File: config.mk
export PLATFORM = sky130hd
export DESIGN_NAME = rotate_seq
export DESIGN_NICKNAME = d
export VERILOG_FILES = /design/src/rtl/rotate_pkg.sv /design/src/rtl/mod_counter.sv /design/src/rtl/rotate_seq.sv
export SDC_FILE = /design/constraint.sdc
export NUM_CORES = 1
export LEC_CHECK = 0
export ABC_CLOCK_PERIOD_IN_PS = 2300
export CORE_ASPECT_RATIO = 2
export CORE_MARGIN = 3
export CORE_UTILIZATION = 30
export CTS_CLUSTER_SIZE = 14
export DETAILED_ROUTE_END_ITERATION = 10
export HOLD_SLACK_MARGIN = 0.15
export PLACE_DENSITY = 0.68
export SYNTH_ARGS = -nofsm -noshare
export SYNTH_HDL_FRONTEND = slang
export SYNTH_SLANG_ARGS = --single-unit
File: constraint.sdc
create_clock -name clk -period 2.3 [get_ports clk]
set_input_delay 0.46 -clock clk [delete_from_list [all_inputs] [get_ports clk]]
set_output_delay 0.46 -clock clk [all_outputs]
set_load 0.01 [all_outputs]
File: src/rtl/rotate_pkg.sv
// Shared constants, index widths and FSM state encoding for the rotate sequencer.
package rotate_pkg;

   localparam int LANES       = 25;
   localparam int SLICES      = 64;
   localparam int LANE_W      = 5;
   localparam int SLICE_IDX_W = 6;
   localparam int SLICE_W     = 25;

   typedef enum logic [2:0] {
      ST_IDLE  = 3'd0,
      ST_FETCH = 3'd1,
      ST_WAIT  = 3'd2,
      ST_SWEEP = 3'd3,
      ST_DONE  = 3'd4
   } state_t;

   function automatic logic is_busy(input state_t s);
      return (s == ST_FETCH) || (s == ST_WAIT) || (s == ST_SWEEP);
   endfunction

endpackage

File: src/rtl/mod_counter.sv
// Modulo-MOD up-counter with synchronous clear (priority over enable) and terminal-count flag.
module mod_counter #(
   parameter int MOD = 25,
   parameter int W   = 5
) (
   input  logic         clk,
   input  logic         rst_n,
   input  logic         i_en,
   input  logic         i_clr,
   output logic [W-1:0] o_value,
   output logic         o_wrap
);

   logic [W-1:0] r_value;

   assign o_wrap  = (r_value == W'(MOD - 1));
   assign o_value = r_value;

   // Count register: clear wins, wraps to zero after MOD-1.
   always_ff @(posedge clk or negedge rst_n) begin
      if (!rst_n) begin
         r_value <= {W{1'b0}};
      end else if (i_clr) begin
         r_value <= {W{1'b0}};
      end else if (i_en) begin
         r_value <= o_wrap ? {W{1'b0}} : r_value + W'(1);
      end
   end

endmodule

File: src/rtl/rotate_seq.sv
// Rotate-pass sequencer: fetches each slice, then sweeps all lanes issuing write strobes.
// Optional build macro ROTATE_SEQ_STALL_EN adds a stall input that freezes the SWEEP phase.
module rotate_seq #(
   parameter int LANES  = rotate_pkg::LANES,
   parameter int SLICES = rotate_pkg::SLICES
) (
   input  logic        clk,
   input  logic        rst_n,
   input  logic        start,
   input  logic        abort,
`ifdef ROTATE_SEQ_STALL_EN
   input  logic        stall,
`endif
   output logic        rd_en,
   output logic [5:0]  rd_addr,
   input  logic [24:0] rd_data,
   output logic [24:0] slice,
   output logic [5:0]  cnt64_value,
   output logic [4:0]  cnt24_value,
   output logic        wr_en,
   output logic        busy,
   output logic        done
);

   import rotate_pkg::*;

   state_t                 r_state;
   state_t                 w_state_nxt;
   logic                   w_stall;
   logic                   w_adv;
   logic                   w_lane_wrap;
   logic                   w_z_wrap;
   logic [LANE_W-1:0]      w_lane;
   logic [SLICE_IDX_W-1:0] w_z;
   logic [SLICE_W-1:0]     r_slice;
   logic                   r_rd_en;
   logic                   r_wr_en;
   logic                   r_busy;
   logic                   r_done;
   logic                   w_rd_en_nxt;
   logic                   w_wr_en_nxt;
   logic                   w_busy_nxt;
   logic                   w_done_nxt;

`ifdef ROTATE_SEQ_STALL_EN
   assign w_stall = stall & (r_state == ST_SWEEP);
`else
   assign w_stall = 1'b0;
`endif

   assign w_adv = (r_state == ST_SWEEP) & ~w_stall;

   mod_counter #(.MOD(LANES), .W(LANE_W)) u_lane_cnt (
      .clk     (clk),
      .rst_n   (rst_n),
      .i_en    (w_adv),
      .i_clr   (abort | (r_state == ST_WAIT) | (r_state == ST_DONE)),
      .o_value (w_lane),
      .o_wrap  (w_lane_wrap)
   );

   mod_counter #(.MOD(SLICES), .W(SLICE_IDX_W)) u_slice_cnt (
      .clk     (clk),
      .rst_n   (rst_n),
      .i_en    (w_adv & w_lane_wrap),
      .i_clr   (abort | (r_state == ST_DONE)),
      .o_value (w_z),
      .o_wrap  (w_z_wrap)
   );

   // State register.
   always_ff @(posedge clk or negedge rst_n) begin
      if (!rst_n) begin
         r_state <= ST_IDLE;
      end else begin
         r_state <= w_state_nxt;
      end
   end

   // Next-state logic; abort overrides every transition, including stall.
   always_comb begin
      w_state_nxt = r_state;
      if (abort) begin
         w_state_nxt = ST_IDLE;
      end else begin
         case (r_state)
            ST_IDLE:  w_state_nxt = start ? ST_FETCH : ST_IDLE;
            ST_FETCH: w_state_nxt = ST_WAIT;
            ST_WAIT:  w_state_nxt = ST_SWEEP;
            ST_SWEEP: begin
               if (w_stall || !w_lane_wrap) begin
                  w_state_nxt = ST_SWEEP;
               end else begin
                  w_state_nxt = w_z_wrap ? ST_DONE : ST_FETCH;
               end
            end
            ST_DONE:  w_state_nxt = ST_IDLE;
            default:  w_state_nxt = ST_IDLE;
         endcase
      end
   end

   // Output decode from the next state so the strobes come out of flops.
   always_comb begin
      w_busy_nxt  = is_busy(w_state_nxt);
      w_rd_en_nxt = (w_state_nxt == ST_FETCH);
      w_wr_en_nxt = (w_state_nxt == ST_SWEEP);
      w_done_nxt  = (w_state_nxt == ST_DONE);
   end

   // Registered strobes and the slice captured at the end of WAIT.
   always_ff @(posedge clk or negedge rst_n) begin
      if (!rst_n) begin
         r_rd_en <= 1'b0;
         r_wr_en <= 1'b0;
         r_busy  <= 1'b0;
         r_done  <= 1'b0;
         r_slice <= {SLICE_W{1'b0}};
      end else begin
         r_rd_en <= w_rd_en_nxt;
         r_wr_en <= w_wr_en_nxt;
         r_busy  <= w_busy_nxt;
         r_done  <= w_done_nxt;
         if (r_state == ST_WAIT) begin
            r_slice <= rd_data;
         end
      end
   end

   assign rd_en       = r_rd_en;
   assign rd_addr     = w_z;
   assign slice       = r_slice;
   assign cnt64_value = w_z;
   assign cnt24_value = w_lane;
   assign wr_en       = r_wr_en & ~w_stall;
   assign busy        = r_busy;
   assign done        = r_done;

endmodule

==> results of run 1 <==
==> cells in the final DEF (no fill, tap or decap), types with 2 or more instances in the layout <==
cell type / instances
nand2_1: 5
a21oi_1: 7
ha_1: 3
clkbuf_16: 5
nor3_1: 2
xor2_1: 5
mux2_2: 25
inv_1: 3
nand2b_1: 2
buf_4: 3
dfrtp_1: 43
o21ai_0: 3
nor2_1: 8
or3_1: 2
and3_1: 5
o31ai_1: 3
clkdlybuf4s50_1: 73
nand3_1: 7
==> per-layer routing <==
| metal | up-vias | GRT usage |
|---|---|---|
| met5 | - | 0 |
| met4 | 0 | 0.05548 |
| met3 | 2 | 0.03160 |
| met2 | 46 | 0.2389 |
| met1 | 714 | 0.1299 |
| li1 | 683 | - |
==> cell type report <==
class | instances | area (sq um) | share of cell area
Inverter | 3 | 11.26 | 0.003911
Timing Repair Buffer | 77 | 758.2 | 0.2634
Tap cell | 86 | 107.6 | 0.03738
Multi-Input combinational cell | 98 | 782.0 | 0.2716
Clock inverter | 1 | 5.005 | 0.001738
Sequential cell | 43 | 1076 | 0.3738
Clock buffer | 6 | 138.9 | 0.04824
==> cells by family after synthesis <==
family | after synthesis | share of synthesized area
AND/OR/NAND/NOR | 43 | 0.1277
adder cells (fa/ha/maj) | 3 | 0.01906
flip-flops | 43 | 0.5464
buffers and inverters | 17 | 0.05655
multiplexers | 26 | 0.1480
AO/OA/AOI/OAI | 20 | 0.07561
XOR/XNOR | 6 | 0.02668
==> report_power, final <==
group	internal [mW]	switching (mW)	leakage, nW
clock network	0.423	0.262	0.0727
registers	0.910	0.0840	0.539
logic	0.426	0.232	0.575
==> worst max-delay path by stage <==
| stage | end | slack (ps) | depth (start not counted) |
|---|---|---|---|
| 4_1_cts | rd_addr[0] | 470 | 1 |
| 3_5_place_dp | u_lane_cnt.o_value[3]$_DFFE_PN0P_ | 470 | 4 |
| 5_1_grt | u_slice_cnt.o_value[0]$_DFFE_PN0P_ | 370 | 6 |
| 2_1_floorplan | busy$_DFF_PN0_ | 610 | 7 |
| 6_report | rd_addr[0] | 470 | 1 |
| 3_3_place_gp | u_lane_cnt.o_value[2]$_DFFE_PN0P_ | 500 | 4 |
==> flip-flops by register name (all words and copies together), names as in the netlist <==
name and flops:
done 1, u_lane_cnt.o_value 5, r_state 3, rd_en 1, slice 25, wr_en 1, busy 1, u_slice_cnt.o_value 6
==> metrics.cfg, run 1 <==
[outcome]
outcome = finished, final reports clean

[cts]
cts-root-buf = clkbuf_16
cts_tree = yes
cts_resized = 0
cts_setup_buffers = 0
cts_buffer_depth = 2
clk_pin_slew_ps = 60
insertion_delay_ps = 280
cts_hold_buf = 0
clock_sinks = 43
cts_buffers = 5
cts_max_level = 2

[detailed_routing]
wl_microns = 4433
wl_per_cell_microns = 14.12
maxUsedRoutingLayer = met4
num_vias = 1445
drt_iter0_markers = 43
wl_met1_microns = 1635
wl_met2_microns = 2572
vias_per_cell = 4.602
wl_met3_microns = 184
first_pass_iters = 4
ant_nets = 0
drc_errors = 0

[placed_design]
post-place-ws_ps = 465.9
finalWeightedCongestion = 0.7913
hpwl_microns = 3456
placed_area_sq_um = 2735
io_buffers = 74
dp_cells = 307

[layout]
final_nets = 260
final_util = 0.4526
final_cells = 314
drive_above_1_share = 0.1842
antenna_cells = 0
syn2layout_area_growth_pct = 46.19
n_fill_cell = 629
final_area_sq_um = 2879

[hold_path]
hold_path_class = input pin to asynchronous set/reset pin

[sta]
setup-tns-final_ps = 0
timing.final.crit_share = 0.7968
hold_ws_ps = 195.9
finClkSkew_ps = 2.835
setup_slack_ps = 467.3
hold_viol = 0
rsz0062_at_grt = no
max_slew_margin = 0.5892
clock.fmax_mhz = 545.6
finalMaxSlewViolations = 0
tightestPinTransition_ps = 616.1
setup_viol = 0
min_period_ps = 1833

[floorplan]
dieHeight_microns = 120.6
core_area_sq_um = 6361
fp.dieArea_sq_um = 7632
die-width_microns = 63.29
start_util = 0.3096
rows = 41
num_io_pins = 75

[synthesis]
syn-num-nets = 190
avgSynthCellArea_sq_um = 12.46
synth_most_common_cell = dfrtp_1
synth_edf_count = 0
synthTopCellsByCount = dfrtp_1 (43), mux2_2 (25), buf_4 (8), nor2_1 (8)
synth.distinct_cells = 40
ys_warn_count = 0
syn_inst = 158
ys.flop_type = dfrtp_1
synth-seq-cells = 43
seq_area_frac_synth = 0.5464
yosys.area.top_type = dfrtp_1
syn-cell-area_sq_um = 1969
synth_area_leaders = dfrtp_1 (55%), mux2_2 (14%), buf_4 (3.0%)
synth_top_area_frac = 0.5464
async_flop_share = 1.000

[global_routing]
grt_pass1_wl_microns = 7527
first_global_vias = 1549
grt_start_max_net_pins = 29
grt_util_all_layers = 0.1272
antenna_found_initial = 0
grt-ovfl-total = 0

[setup_path]
r2r_setup_slack_ps = 540
cp_max_fo = 8
cp_num_buf_inv = 1
reg2reg_depth = 6
critPathSlowestCell = clkdlybuf4s50_1
cp-end-kind = output pin
critical_path_arrival_ps = 1370
worst_setup_path_start_kind = flip-flop
critPathTopFamily = buffers and inverters
crit_chain = clkdlybuf4s50_1
r2r-start = u_lane_cnt.o_value[0]$_DFFE_PN0P_
startpoint = u_slice_cnt.o_value[0]$_DFFE_PN0P_
cpPeakStageDelay_ps = 610
required_ps = 1840
critPathKind = flip-flop to output pin
reg2reg_to = u_slice_cnt.o_value[3]$_DFFE_PN0P_

[flow_run]
max_cap_viol_count = 0

[power_and_ir_drop]
total_power_mw = 2.338
peakVddDrop_uv = 367.0
p_leak_nw = 1.186
power.density_nw_per_um2 = 812.0

Note: power is estimated with default switching activity, not from simulation.
==> run 2, diff against run 1 <==
Settings changed: ABC_CLOCK_PERIOD_IN_PS 2300 to 1900.
Clock period 2.3 ns to 1.9 ns, I/O delays scaled along.
==> run 2 against run 1 <==
  * Combinational power up 25%
  * Critical path type unchanged
  * Highest routed layer unchanged
  * Critical path depth did not move
  * Largest power group unchanged
  * Count of clock-buffer cells in the layout unchanged
  * Routed wire length is 0.41% lower
  * Worst hold slack got worse by 23 ps
  * Clock power rose by 57%
  * Sequential share of layout area is 1.1 points lower
  * Setup slack lost 310 ps
  * First-iteration DRC count fell by 28%
==> metrics.cfg, run 2 (same netlist as run 1, synthesis figures left out) <==
[outcome]
outcome = finished, final reports clean

[floorplan]
core_area_sq_um = 6361
dieHeight_microns = 120.6
rows = 41
num_io_pins = 75
start_util = 0.3096
fp.dieArea_sq_um = 7632
die-width_microns = 63.29

[placed_design]
placed_area_sq_um = 2778
io_buffers = 74
finalWeightedCongestion = 0.7572
hpwl_microns = 3430

[cts]
cts_buffers = 5
clk_pin_slew_ps = 60
cts-root-buf = clkbuf_16
cts_max_level = 2
cts_tree = yes
insertion_delay_ps = 280
cts_resized = 0
cts_setup_buffers = 0
cts_hold_buf = 0
clock_sinks = 43
cts_buffer_depth = 2

[power_and_ir_drop]
peakVddDrop_uv = 316.2
power.density_nw_per_um2 = 1041
p_leak_nw = 1.229

[setup_path]
crit_chain = clkdlybuf4s50_1
cp-end-kind = output pin
critPathSlowestCell = clkdlybuf4s50_1
cpPeakStageDelay_ps = 600
critPathKind = flip-flop to output pin
worst_setup_path_start_kind = flip-flop
cp_num_buf_inv = 1
required_ps = 1520
critical_path_arrival_ps = 1360
cp_max_fo = 8
critPathTopFamily = buffers and inverters

[layout]
antenna_cells = 0
final_util = 0.4664
multi_input_area_sq_um = 782.0
n_fill_cell = 632
syn2layout_area_growth_pct = 50.64
regArea_sq_um = 1076
final_area_sq_um = 2967
final_nets = 264
final_common_cell = clkdlybuf4s50_1
layout_common_cells = clkdlybuf4s50_1 (73), dfrtp_1 (43), mux2_2 (25)
largest_register_ffs = 25
drive_above_1_share = 0.1974

[sta]
setup-tns-final_ps = 0
hold_viol = 0
timing.final.crit_share = 0.9154
tightestPinTransition_ps = 542.0
rsz0062_at_grt = no
max_slew_margin = 0.6387
finalMaxSlewViolations = 0
clock.fmax_mhz = 575.0
setup_viol = 0
min_period_ps = 1739
hold_ws_ps = 172.9
finClkSkew_ps = 4.461

[global_routing]
antenna_found_initial = 0
grt_pass1_wl_microns = 7452
first_global_vias = 1562
grt-ovfl-total = 0
grt_start_max_net_pins = 44
grt_util_all_layers = 0.1234

[detailed_routing]
drc_errors = 0
wl_microns = 4415
drt_iter0_markers = 31
first_pass_iters = 4
ant_nets = 0
num_vias = 1479
wl_per_cell_microns = 13.84
vias_per_cell = 4.636

[flow_run]
max_cap_viol_count = 0

[hold_path]
hold_path_class = input pin to asynchronous set/reset pin

run 2: metal layers:
metal / vias to the layer above / wire length [microns] / GRT usage
met3: 6 / 215 / 0.03067
met2: 53 / 2549 / 0.2323
met4: 0 / 79 / 0.04736
met5: - / 0 / 0
li1: 696 / - / -
met1: 724 / 1571 / 0.1284
run 2: final timing paths:
check                      cells after the start               endpoint                                from  slack, ps
max                                            1             rd_addr[0]  u_slice_cnt.o_value[0]$_DFFE_PN0P_        160
min                                            2   slice[7]$_DFFE_PN0P_                               rst_n        170
max reg2reg                                    6         busy$_DFF_PN0_   u_lane_cnt.o_value[0]$_DFFE_PN0P_        170
min reg2reg                                    1  slice[22]$_DFFE_PN0P_               slice[22]$_DFFE_PN0P_        500
max in group asynchronous                      2  slice[20]$_DFFE_PN0P_                               rst_n       1350
min in group clk                               1  slice[22]$_DFFE_PN0P_               slice[22]$_DFFE_PN0P_        500
run 2: final cells by class:
class                           instances  share of cell area
Sequential cell                        43              0.3627
Timing Repair Buffer                   81              0.2699
Multi-Input combinational cell         98              0.2636
Clock buffer                            6             0.04344
Tap cell                               86             0.03627
Clock inverter                          2             0.02024
Inverter                                3            0.003796
run 2: per-stage QoR:
step                setup WS, ps  power, mW  cells
floorplan                  206.3      1.538    158
global placement           135.4      2.027    311
detailed placement         156.4      2.047    311
CTS                        140.1      3.145    319
global route               81.38      3.239    319
finish                     160.8      3.089    319
run 2: power by group:
group / internal, mW / switching, mW
sequential: 1.10 / 0.0871
combinational: 0.527 / 0.295
clock: 0.753 / 0.325
==> run 3, diff against run 2 <==
Settings changed: CAP_MARGIN set to 20.
==> results of run 3 <==
Same layout as run 2: the final DEF is identical, and so are final timing and power.
